File: src/rtl/leglite_pkg.sv
// -----------------------------------------------------------------------------
// leglite_pkg
// Shared types and constants for the LEGLite instruction-fetch slice.
//   ifetch_state_t : fetch controller states (IDLE, FETCH, FULL, HALT)
//   INSTR_W/ADDR_W : instruction word and byte-address widths
//   PC_RESET       : address reported in instr_pc after reset
// -----------------------------------------------------------------------------
package leglite_pkg;

  localparam int INSTR_W = 16;
  localparam int ADDR_W  = 16;

  localparam logic [ADDR_W-1:0] PC_RESET = 16'h0000;

  typedef enum logic [1:0] {
    IDLE  = 2'd0,
    FETCH = 2'd1,
    FULL  = 2'd2,
    HALT  = 2'd3
  } ifetch_state_t;

endpackage : leglite_pkg

File: src/rtl/ifetch_watchdog.sv
// -----------------------------------------------------------------------------
// ifetch_watchdog
// Counts consecutive cycles spent waiting on instruction memory and flags the
// cycle in which the wait reaches TIMEOUT_CYCLES (legal range 2..255).
// Ports:
//   clock    : clock, all updates on posedge
//   reset    : synchronous active-high reset
//   clear    : zero the counter (driven while the fetcher is outside FETCH)
//   count_en : one more waiting cycle has elapsed at this edge
//   expired  : combinational; high during the TIMEOUT_CYCLES-th waiting cycle
// -----------------------------------------------------------------------------
module ifetch_watchdog #(
  parameter int TIMEOUT_CYCLES = 64
) (
  input  logic clock,
  input  logic reset,
  input  logic clear,
  input  logic count_en,
  output logic expired
);

  // The counter holds the number of waiting cycles already completed, so the
  // TIMEOUT_CYCLES-th cycle is the one where it reads TIMEOUT_CYCLES-1.
  localparam logic [7:0] LAST = 8'(TIMEOUT_CYCLES - 1);

  logic [7:0] count;

  always_ff @(posedge clock) begin
    if (reset || clear) begin
      count <= 8'd0;
    end else if (count_en) begin
      count <= count + 8'd1;
    end
  end

  assign expired = count_en && (count == LAST);

endmodule : ifetch_watchdog

File: src/rtl/leglite_ifetch.sv
// -----------------------------------------------------------------------------
// leglite_ifetch
// Instruction-fetch stage of the LEGLite core. Requests the word at the current
// PC from a variable-latency memory, buffers one returned instruction until
// decode accepts it, and stalls the PC logic until that consume happens.
// Optional memory-timeout watchdog enabled by the IFETCH_TIMEOUT_EN macro.
// Ports:
//   clock, reset           : clock and synchronous active-high reset
//   pc                     : current PC (held by PC logic while pc_stall=1)
//   flush                  : one-cycle redirect; drops buffered/in-flight word
//   mem_req, mem_addr      : memory request and even byte address
//   mem_ack, mem_rdata     : one-cycle acknowledge with data in the same cycle
//   instr, instr_pc        : buffered instruction and its fetch address
//   instr_valid            : buffer holds a valid instruction
//   decode_ready           : decode takes instr at this edge
//   pc_stall               : PC logic must hold pc
//   instr_count            : consumed-instruction count (wraps at 16 bits)
//   fetch_fault            : sticky memory-timeout flag (0 without the macro)
// -----------------------------------------------------------------------------
module leglite_ifetch
  import leglite_pkg::*;
#(
  parameter int TIMEOUT_CYCLES = 64
) (
  input  logic               clock,
  input  logic               reset,
  input  logic [ADDR_W-1:0]  pc,
  input  logic               flush,
  output logic               mem_req,
  output logic [ADDR_W-1:0]  mem_addr,
  input  logic               mem_ack,
  input  logic [INSTR_W-1:0] mem_rdata,
  output logic [INSTR_W-1:0] instr,
  output logic [ADDR_W-1:0]  instr_pc,
  output logic               instr_valid,
  input  logic               decode_ready,
  output logic               pc_stall,
  output logic [15:0]        instr_count,
  output logic               fetch_fault
);

  ifetch_state_t state;
  logic          timeout;

  // Instructions are halfword aligned; pc[0] is never part of the address.
  assign mem_addr = {pc[ADDR_W-1:1], 1'b0};
  assign mem_req  = (state == FETCH);

  // The PC may move only on the edge where decode takes the buffered word.
  assign pc_stall = !((state == FULL) && decode_ready && !flush);

  logic unused_pc0;
  assign unused_pc0 = pc[0];

  // NOTE: every register here is written with <= so all of them sample the
  // pre-edge values together; a blocking = would let later statements see
  // already-updated state and silently change the behaviour.
  always_ff @(posedge clock) begin
    if (reset) begin
      state       <= IDLE;
      instr       <= '0;
      instr_pc    <= PC_RESET;
      instr_valid <= 1'b0;
      instr_count <= 16'd0;
    end else begin
      case (state)
        IDLE: state <= FETCH;

        FETCH: begin
          // Timeout outranks flush, which outranks a returning ack.
          if (timeout) begin
            state <= HALT;
          end else if (flush) begin
            state <= IDLE;
          end else if (mem_ack) begin
            instr       <= mem_rdata;
            instr_pc    <= mem_addr;
            instr_valid <= 1'b1;
            state       <= FULL;
          end
        end

        FULL: begin
          if (flush) begin
            instr_valid <= 1'b0;
            state       <= IDLE;
          end else if (decode_ready) begin
            instr_valid <= 1'b0;
            instr_count <= instr_count + 16'd1;
            state       <= FETCH;
          end
        end

        HALT: state <= HALT;

        default: state <= IDLE;
      endcase
    end
  end

`ifdef IFETCH_TIMEOUT_EN
  logic wd_expired;

  ifetch_watchdog #(
    .TIMEOUT_CYCLES(TIMEOUT_CYCLES)
  ) u_watchdog (
    .clock    (clock),
    .reset    (reset),
    .clear    (state != FETCH),
    .count_en (state == FETCH),
    .expired  (wd_expired)
  );

  assign timeout = wd_expired;

  always_ff @(posedge clock) begin
    if (reset) begin
      fetch_fault <= 1'b0;
    end else if (timeout) begin
      fetch_fault <= 1'b1;
    end
  end
`else
  // Without the watchdog FETCH waits forever and HALT is unreachable.
  assign timeout     = 1'b0;
  assign fetch_fault = 1'b0;

  logic [31:0] unused_timeout_cycles;
  assign unused_timeout_cycles = TIMEOUT_CYCLES;
`endif

endmodule : leglite_ifetch
File: config.mk
export PLATFORM = sky130hd
export DESIGN_NAME = leglite_ifetch
export DESIGN_NICKNAME = d
export VERILOG_FILES = /design/src/rtl/leglite_pkg.sv /design/src/rtl/ifetch_watchdog.sv /design/src/rtl/leglite_ifetch.sv
export SDC_FILE = /design/constraint.sdc
export NUM_CORES = 1
export LEC_CHECK = 0
export CORE_MARGIN = 5
export CORE_UTILIZATION = 30
export CTS_BUF_LIST = sky130_fd_sc_hd__clkbuf_2 sky130_fd_sc_hd__clkbuf_4 sky130_fd_sc_hd__clkbuf_8
export CTS_CLUSTER_DIAMETER = 120
export DETAILED_ROUTE_END_ITERATION = 6
export PLACE_DENSITY = 0.71
export SYNTH_ARGS = -nofsm -noshare
export SYNTH_HDL_FRONTEND = slang
export SYNTH_SLANG_ARGS = --single-unit
export TNS_END_PERCENT = 5
File: constraint.sdc
create_clock -name clock -period 3.1 [get_ports clock]
set_input_delay 0.62 -clock clock [delete_from_list [all_inputs] [get_ports clock]]
set_output_delay 0.62 -clock clock [all_outputs]
set_load 0.01 [all_outputs]
==> run_results.csv, run 1 <==
group,metric,value,unit
min_path,hold_path.class,"reg -> reg",
clock_tree,tritoncts,"yes",
pwr,p_leak,0.00103,uW
synthesis,synth.avg_cell_area,7.92,sq um
floorplan,number_of_ports_placed_on_the_die_boundary,105,
setup_path,crit-reg2reg-launch,"state[0]",
finish,flow.area_growth_from_synthesis,50.3,%
clock_tree,hold_buffers,0,
global_route,grt_first_pass_wirelength,8600,um
setup_path,critical_path.startpoint,"flush",
synthesis,syn-cell-area,2050,sq um
setup_path,critical_path_arrival,2.21,ns
synthesis,synth.ff_latch_count,50,
clock_tree,htree_num_levels,2,
floorplan,total_die_area,8590,sq um
timing,timing.final.crit_share,91.2,%
finish,final-seq-area,1000,sq um
outcome,outcome,"finished clean",
setup_path,critPathLaunchType,"input pin",
synthesis,ys_types,28,
pwr,peakVddDrop,0.162,mV
drt,antenna_violating_nets_post_route,0,
finish,nNetsFinal,377,
clock_tree,clock_sinks,50,
finish,stdcell_area,3080,sq um
timing,worstMarginPinSlew,0.528,ns
timing,timing.clock.skew,0.00524,ns
finish,antenna_cells_inserted,0,
placement,placed_area,2990,sq um
synthesis,yosysWarnings,0,
global_route,grt_pass1_vias,1806,
floorplan,starting_density_of_the_core,30.5,%
timing,hold_viol,0,
timing,finalCriticalPeriod,2.83,ns
clock_tree,cts-root-buf,"clkbuf_8",
clock_tree,clkTransAtPathRegs,0.08,ns
flow_run,max_cap_violations,0,
setup_path,r2r_cells,5,
pwr,power_per_cell_area,393,nW/um^2
floorplan,core_area,6720,sq um
synthesis,seq_area_frac_synth,48.8,%
global_route,grt_remaining_overflow,0,
setup_path,r2r_setup_slack,1.12,ns
setup_path,critPathCaptureType,"primary output",
setup_path,critical_path_peak_fanout,13,
placement,io_buffers,100,
clock_tree,postCtsResizedCells,0,
drt,post-route-drc-count,0,
clock_tree,tritoncts.num_buffers,5,
global_route,grt_use_total,12.3,%
timing,slew_violations,0,
timing,fin_tns_setup,0,ns
drt,drt_pass1_iterations,4,
finish,most-common-layout-cells,"99 x clkdlybuf4s50_1, 72 x nand2_1, 50 x dfxtp_1, 36 x a21oi_1, 16 x nor2_1",
floorplan,fp.dieW,92.7,um
finish,share_of_post_route_cells_with_drive_strength_above_1,4.71,%
finish,multiInputGateArea,850,sq um
setup_path,setup.worst_path.end,"pc_stall",
floorplan,die_h,92.7,um
timing,max_freq,354,MHz
timing,rsz0062_at_grt,"false",
drt,drt_wl_total,5440,um
setup_path,critical_path_rt,2.48,ns
timing,setup_viol,0,
timing,normalized_max_slew_margin,64.8,%
setup_path,worst_r2r_endpoint,"instr_count[15]",
placement,place_congestion,0.694,
global_route,number_of_antenna_violations_at_the_first_check_in_global_routing,0,
synthesis,postSynth.asyncResetShare,0,%
synthesis,yosys_most_used_dff,"dfxtp_1",
placement,detailedPlacementHpwl,4090,um
drt,via_count,1912,
synthesis,syn_inst,259,
drt,routedWlPerCell,12.9,um
drt,first_iter_violations,71,
finish,num-fill-cells,662,
global_route,grt_max_degree,31,
clock_tree,max-clock-path-buffers,2,
clock_tree,clkLatencyLatePin,0.29,ns
finish,mostFrequentLayoutCell,"clkdlybuf4s50_1",
drt,post_drt_via_cell_ratio,4.55,
synthesis,synth-edff-count,0,
floorplan,floorplan.rows,30,
setup_path,criticalPathCategory,"in -> out",
clock_tree,post_cts.repair.setup_buffers,0,
## kinds of logic (layout without fill, tap and decap cells)
| logic type | count (synthesis) | in the layout | share of synthesized area [%] |
|---|---|---|---|
| adder cells (fa/ha/maj) | 1 | 1 | 0.610 |
| AO/OA/AOI/OAI | 43 | 43 | 10.5 |
| multiplexers | 1 | 1 | 0.549 |
| other | 1 | 3 | 0.183 |
| flip-flops | 50 | 50 | 48.8 |
| AND/OR/NAND/NOR | 115 | 115 | 24.5 |
| XOR/XNOR | 11 | 11 | 4.70 |
| buffers and inverters | 37 | 116 | 10.1 |
## cells in the mapped netlist, types with 2 or more instances
library cell,instances,area [sq um]
nand2_1,72,270
dfxtp_1,50,1000
a21oi_1,36,180
buf_4,18,135
nor2_1,16,60.1
clkbuf_1,12,45.0
xnor2_1,9,78.8
o21ai_0,7,35.0
nor4_1,5,31.3
inv_1,4,15.0
nand3_1,4,20.0
nor3_1,4,20.0
nand4_1,3,18.8
or3_1,3,18.8
nor2b_1,2,12.5
xor2_1,2,17.5
## worst min-delay path by stage
stage / from / to / slack, ns / depth (start not counted)
2_1_floorplan: state[1] / state[1] / 0.47 / 2
6_report: instr_pc[6] / instr_pc[6] / 0.46 / 2
3_5_place_dp: instr_pc[6] / instr_pc[6] / 0.45 / 2
5_1_grt: instr[1] / instr[1] / 0.48 / 2
3_3_place_gp: instr_pc[12] / instr_pc[12] / 0.44 / 2
4_1_cts: instr_pc[6] / instr_pc[6] / 0.46 / 2
## stage by stage
step / hold slack (ns) / setup WS (ns) / util, % / std cells / power, uW
2_1_floorplan: 0.468 / 1.02 / - / 261 / 750
3_3_place_gp: 0.441 / 0.287 / 44.5 / 412 / 838
3_5_place_dp: 0.447 / 0.281 / 44.5 / 412 / 840
4_1_cts: 0.459 / 0.273 / 45.9 / 420 / 1240
5_1_grt: 0.479 / 0.188 / 45.9 / 420 / 1280
6_report: 0.455 / 0.272 / 45.9 / 420 / 1210
## layout make-up
cell class	count	share of cell area (%)
Clock buffer	7	2.92
Clock inverter	1	0.162
Inverter	5	0.609
Multi-Input combinational cell	174	27.6
Sequential cell	50	32.5
Tap cell	80	3.25
Timing Repair Buffer	103	33.0
## state kept, by name (all words and copies together), names as in the netlist
register	flops
state	2
instr_count	16
instr_pc	15
instr	16
instr_valid	1
## worst max-delay path, stage by stage
cell and delay (ns):
clkdlybuf4s50_1 0.54, and4bb_2 0.30, inv_2 0.18, clkdlybuf4s50_1 0.57
## per-layer routing
metal  global-route usage [%]  vias up  wire (um)
met3                     4.47        6        426
met4                     3.54        0         56
met1                     15.5      854       2380
met5                        0        -          0
met2                     19.9       67       2580
li1                         -      985          -
## power breakdown
| part | switching [uW] | leakage, uW | total [uW] | internal (uW) |
|---|---|---|---|---|
| Sequential | 7.92 | 0.000405 | 665 | 657 |
| Clock | 199 | 0.0000517 | 388 | 189 |
| Combinational | 66.2 | 0.000579 | 158 | 92.1 |
Note: power is estimated with default switching activity, not from simulation.
==> inputs of run 2 (changes only) <==
--- a/config.mk
+++ b/config.mk
@@ -11,6 +11,7 @@
 export CTS_CLUSTER_DIAMETER = 120
 export DETAILED_ROUTE_END_ITERATION = 6
 export PLACE_DENSITY = 0.71
+export SKIP_CTS_REPAIR_TIMING = 1
 export SYNTH_ARGS = -nofsm -noshare
 export SYNTH_HDL_FRONTEND = slang
 export SYNTH_SLANG_ARGS = --single-unit
==> results of run 2 <==
No change in the layout: final DEF, timing and power equal those of run 1.
==> inputs of run 3 (changes only) <==
--- a/config.mk
+++ b/config.mk
@@ -5,7 +5,7 @@
 export SDC_FILE = /design/constraint.sdc
 export NUM_CORES = 1
 export LEC_CHECK = 0
-export CORE_MARGIN = 5
+export CORE_MARGIN = 2
 export CORE_UTILIZATION = 30
 export CTS_BUF_LIST = sky130_fd_sc_hd__clkbuf_2 sky130_fd_sc_hd__clkbuf_4 sky130_fd_sc_hd__clkbuf_8
 export CTS_CLUSTER_DIAMETER = 120
==> run 3 against run 2 <==
Sequential power hardly changed. Highest routed layer unchanged. Sequential share of layout area hardly changed. Clock power is 5.7% lower. Clock-buffer cell count stayed put. Critical path depth stayed put. Fmax hardly changed. Power is 1.8% lower. Clock skew hardly changed. Register-to-register slack better by 0.02 ns. Global-route usage is 1.5 points higher. Utilization is 0.056 points lower.
==> run_results.csv, run 3 (same netlist as run 1, synthesis figures left out) <==
group,metric,value,unit
drt,first_iter_violations,41,
placement,preCtsSetupSlack,0.265,ns
min_path,hold_path.class,"reg -> reg",
floorplan,core_area,6720,sq um
timing,final_critical_path_setup_slack,0.269,ns
setup_path,critPathCaptureType,"primary output",
min_path,min_to,"instr[15]",
placement,place_congestion,0.769,
drt,dr_wl_met3,291,um
finish,antenna_cells_inserted,0,
clock_tree,tritoncts.num_buffers,5,
setup_path,slowest_stage_cell_cp,"clkdlybuf4s50_1",
setup_path,r2r_cells,5,
setup_path,critical_path_rt,2.48,ns
floorplan,die_h,86.7,um
floorplan,number_of_ports_placed_on_the_die_boundary,105,
clock_tree,clock_sinks,50,
clock_tree,clkLatencyLatePin,0.29,ns
pwr,p_leak,0.00103,uW
setup_path,chain_of_cells_forming_the_critical_path,"clkdlybuf4s50_1 -> and4bb_2 -> inv_2 -> clkdlybuf4s50_1",
timing,max_freq,353,MHz
global_route,grt_max_degree,34,
timing,finalCriticalPeriod,2.83,ns
outcome,outcome,"finished clean",
floorplan,floorplan.rows,30,
clock_tree,clkTransAtPathRegs,0.08,ns
global_route,grt_use_total,13.8,%
global_route,grt_remaining_overflow,0,
setup_path,crit-reg2reg-launch,"state[0]",
placement,detailedPlacementHpwl,3710,um
placement,io_buffers,100,
pwr,peakVddDrop,0.121,mV
setup_path,critPathLaunchType,"input pin",
clock_tree,tritoncts,"yes",
timing,fin_tns_setup,0,ns
setup_path,critical_path_arrival,2.21,ns
clock_tree,htree_num_levels,2,
drt,post_drt_via_cell_ratio,4.57,
setup_path,criticalPathCategory,"in -> out",
pwr,power_per_cell_area,386,nW/um^2
drt,antenna_violating_nets_post_route,0,
finish,nNetsFinal,378,
global_route,grt_first_pass_wirelength,8420,um
min_path,min_path_cells,2,
finish,flow.area_growth_from_synthesis,50.2,%
min_path,hold_path_startpoint,"instr[15]",
drt,wl_met2,2500,um
drt,top_layer,"met4",
floorplan,fp.dieW,86.7,um
floorplan,starting_density_of_the_core,30.5,%
drt,drt_pass1_iterations,4,
clock_tree,max-clock-path-buffers,2,
drt,post-route-drc-count,0,
timing,timing.final.crit_share,91.3,%
setup_path,r2r_setup_slack,1.14,ns
finish,mostFrequentLayoutCell,"clkdlybuf4s50_1",
setup_path,critical_path_peak_fanout,13,
setup_path,crit_path_max_incr_delay,0.58,ns
finish,share_of_post_route_cells_with_drive_strength_above_1,4.71,%
timing,setup_viol,0,
timing,rsz0062_at_grt,"false",
drt,via_count,1918,
drt,drt_wl_total,5080,um
clock_tree,cts-root-buf,"clkbuf_8",
drt,routedWlPerCell,12.1,um
floorplan,total_die_area,7510,sq um
finish,reg.largest.list,"instr: 16 flops, instr_count: 16 flops, instr_pc: 15 flops",
finish,most-common-layout-cells,"99 x clkdlybuf4s50_1, 72 x nand2_1, 50 x dfxtp_1, 36 x a21oi_1, 16 x nor2_1",
finish,num-fill-cells,668,
drt,drt-met1-wl,2230,um
timing,timing.clock.skew,0.00541,ns
setup_path,cell_seen_most_often_among_critical_path_stages,"clkdlybuf4s50_1",
setup_path,worst_r2r_endpoint,"instr_count[15]",
global_route,grt_pass1_vias,1877,
timing,hold_viol,0,
flow_run,max_cap_violations,0,
timing,slew_violations,0,
global_route,number_of_antenna_violations_at_the_first_check_in_global_routing,0,
run 3: layer usage:
metal / vias up / global-route usage [%]
li1: 979 / -
met1: 870 / 17.0
met2: 65 / 23.8
met3: 4 / 3.05
met4: 0 / 4.69
met5: - / 0
run 3: cell type report:
class | instances | area, sq um | area share, %
Inverter | 5 | 18.8 | 0.610
Tap cell | 80 | 100 | 3.25
Sequential cell | 50 | 1000 | 32.5
Timing Repair Buffer | 104 | 1030 | 33.3
Clock buffer | 7 | 83.8 | 2.72
Multi-Input combinational cell | 174 | 850 | 27.6
run 3: stage by stage:
stage | hold slack (ns) | power [uW] | area, sq um | cells | utilization [%]
global route | 0.483 | 1250 | 3080 | 420 | 45.8
CTS | 0.459 | 1220 | 3080 | 420 | 45.8
detailed placement | 0.446 | 841 | 3000 | 413 | 44.6
global placement | 0.441 | 838 | 3000 | 413 | 44.6
floorplan | 0.468 | 750 | 2060 | 261 | -
finish | 0.455 | 1190 | 3080 | 420 | 45.8
run 3: worst max path at each step:
stage          startpoint  cells past startpoint              end
2_1_floorplan       flush                      5  instr_count[15]
3_3_place_gp        flush                      4         pc_stall
3_5_place_dp        flush                      4         pc_stall
4_1_cts             flush                      4         pc_stall
5_1_grt             flush                      4         pc_stall
6_report            flush                      4         pc_stall
run 3: power by group:
group	internal, uW	switching (uW)	total (uW)
Combinational	92.9	66.3	159
Clock	173	192	366
Sequential	657	7.89	664
Total	923	266	1190
run 3: critical path: cells and delay by family:
kind | cells | cell delay [ns]
buffers and inverters | 3 | 1.29
AND/OR/NAND/NOR | 1 | 0.30
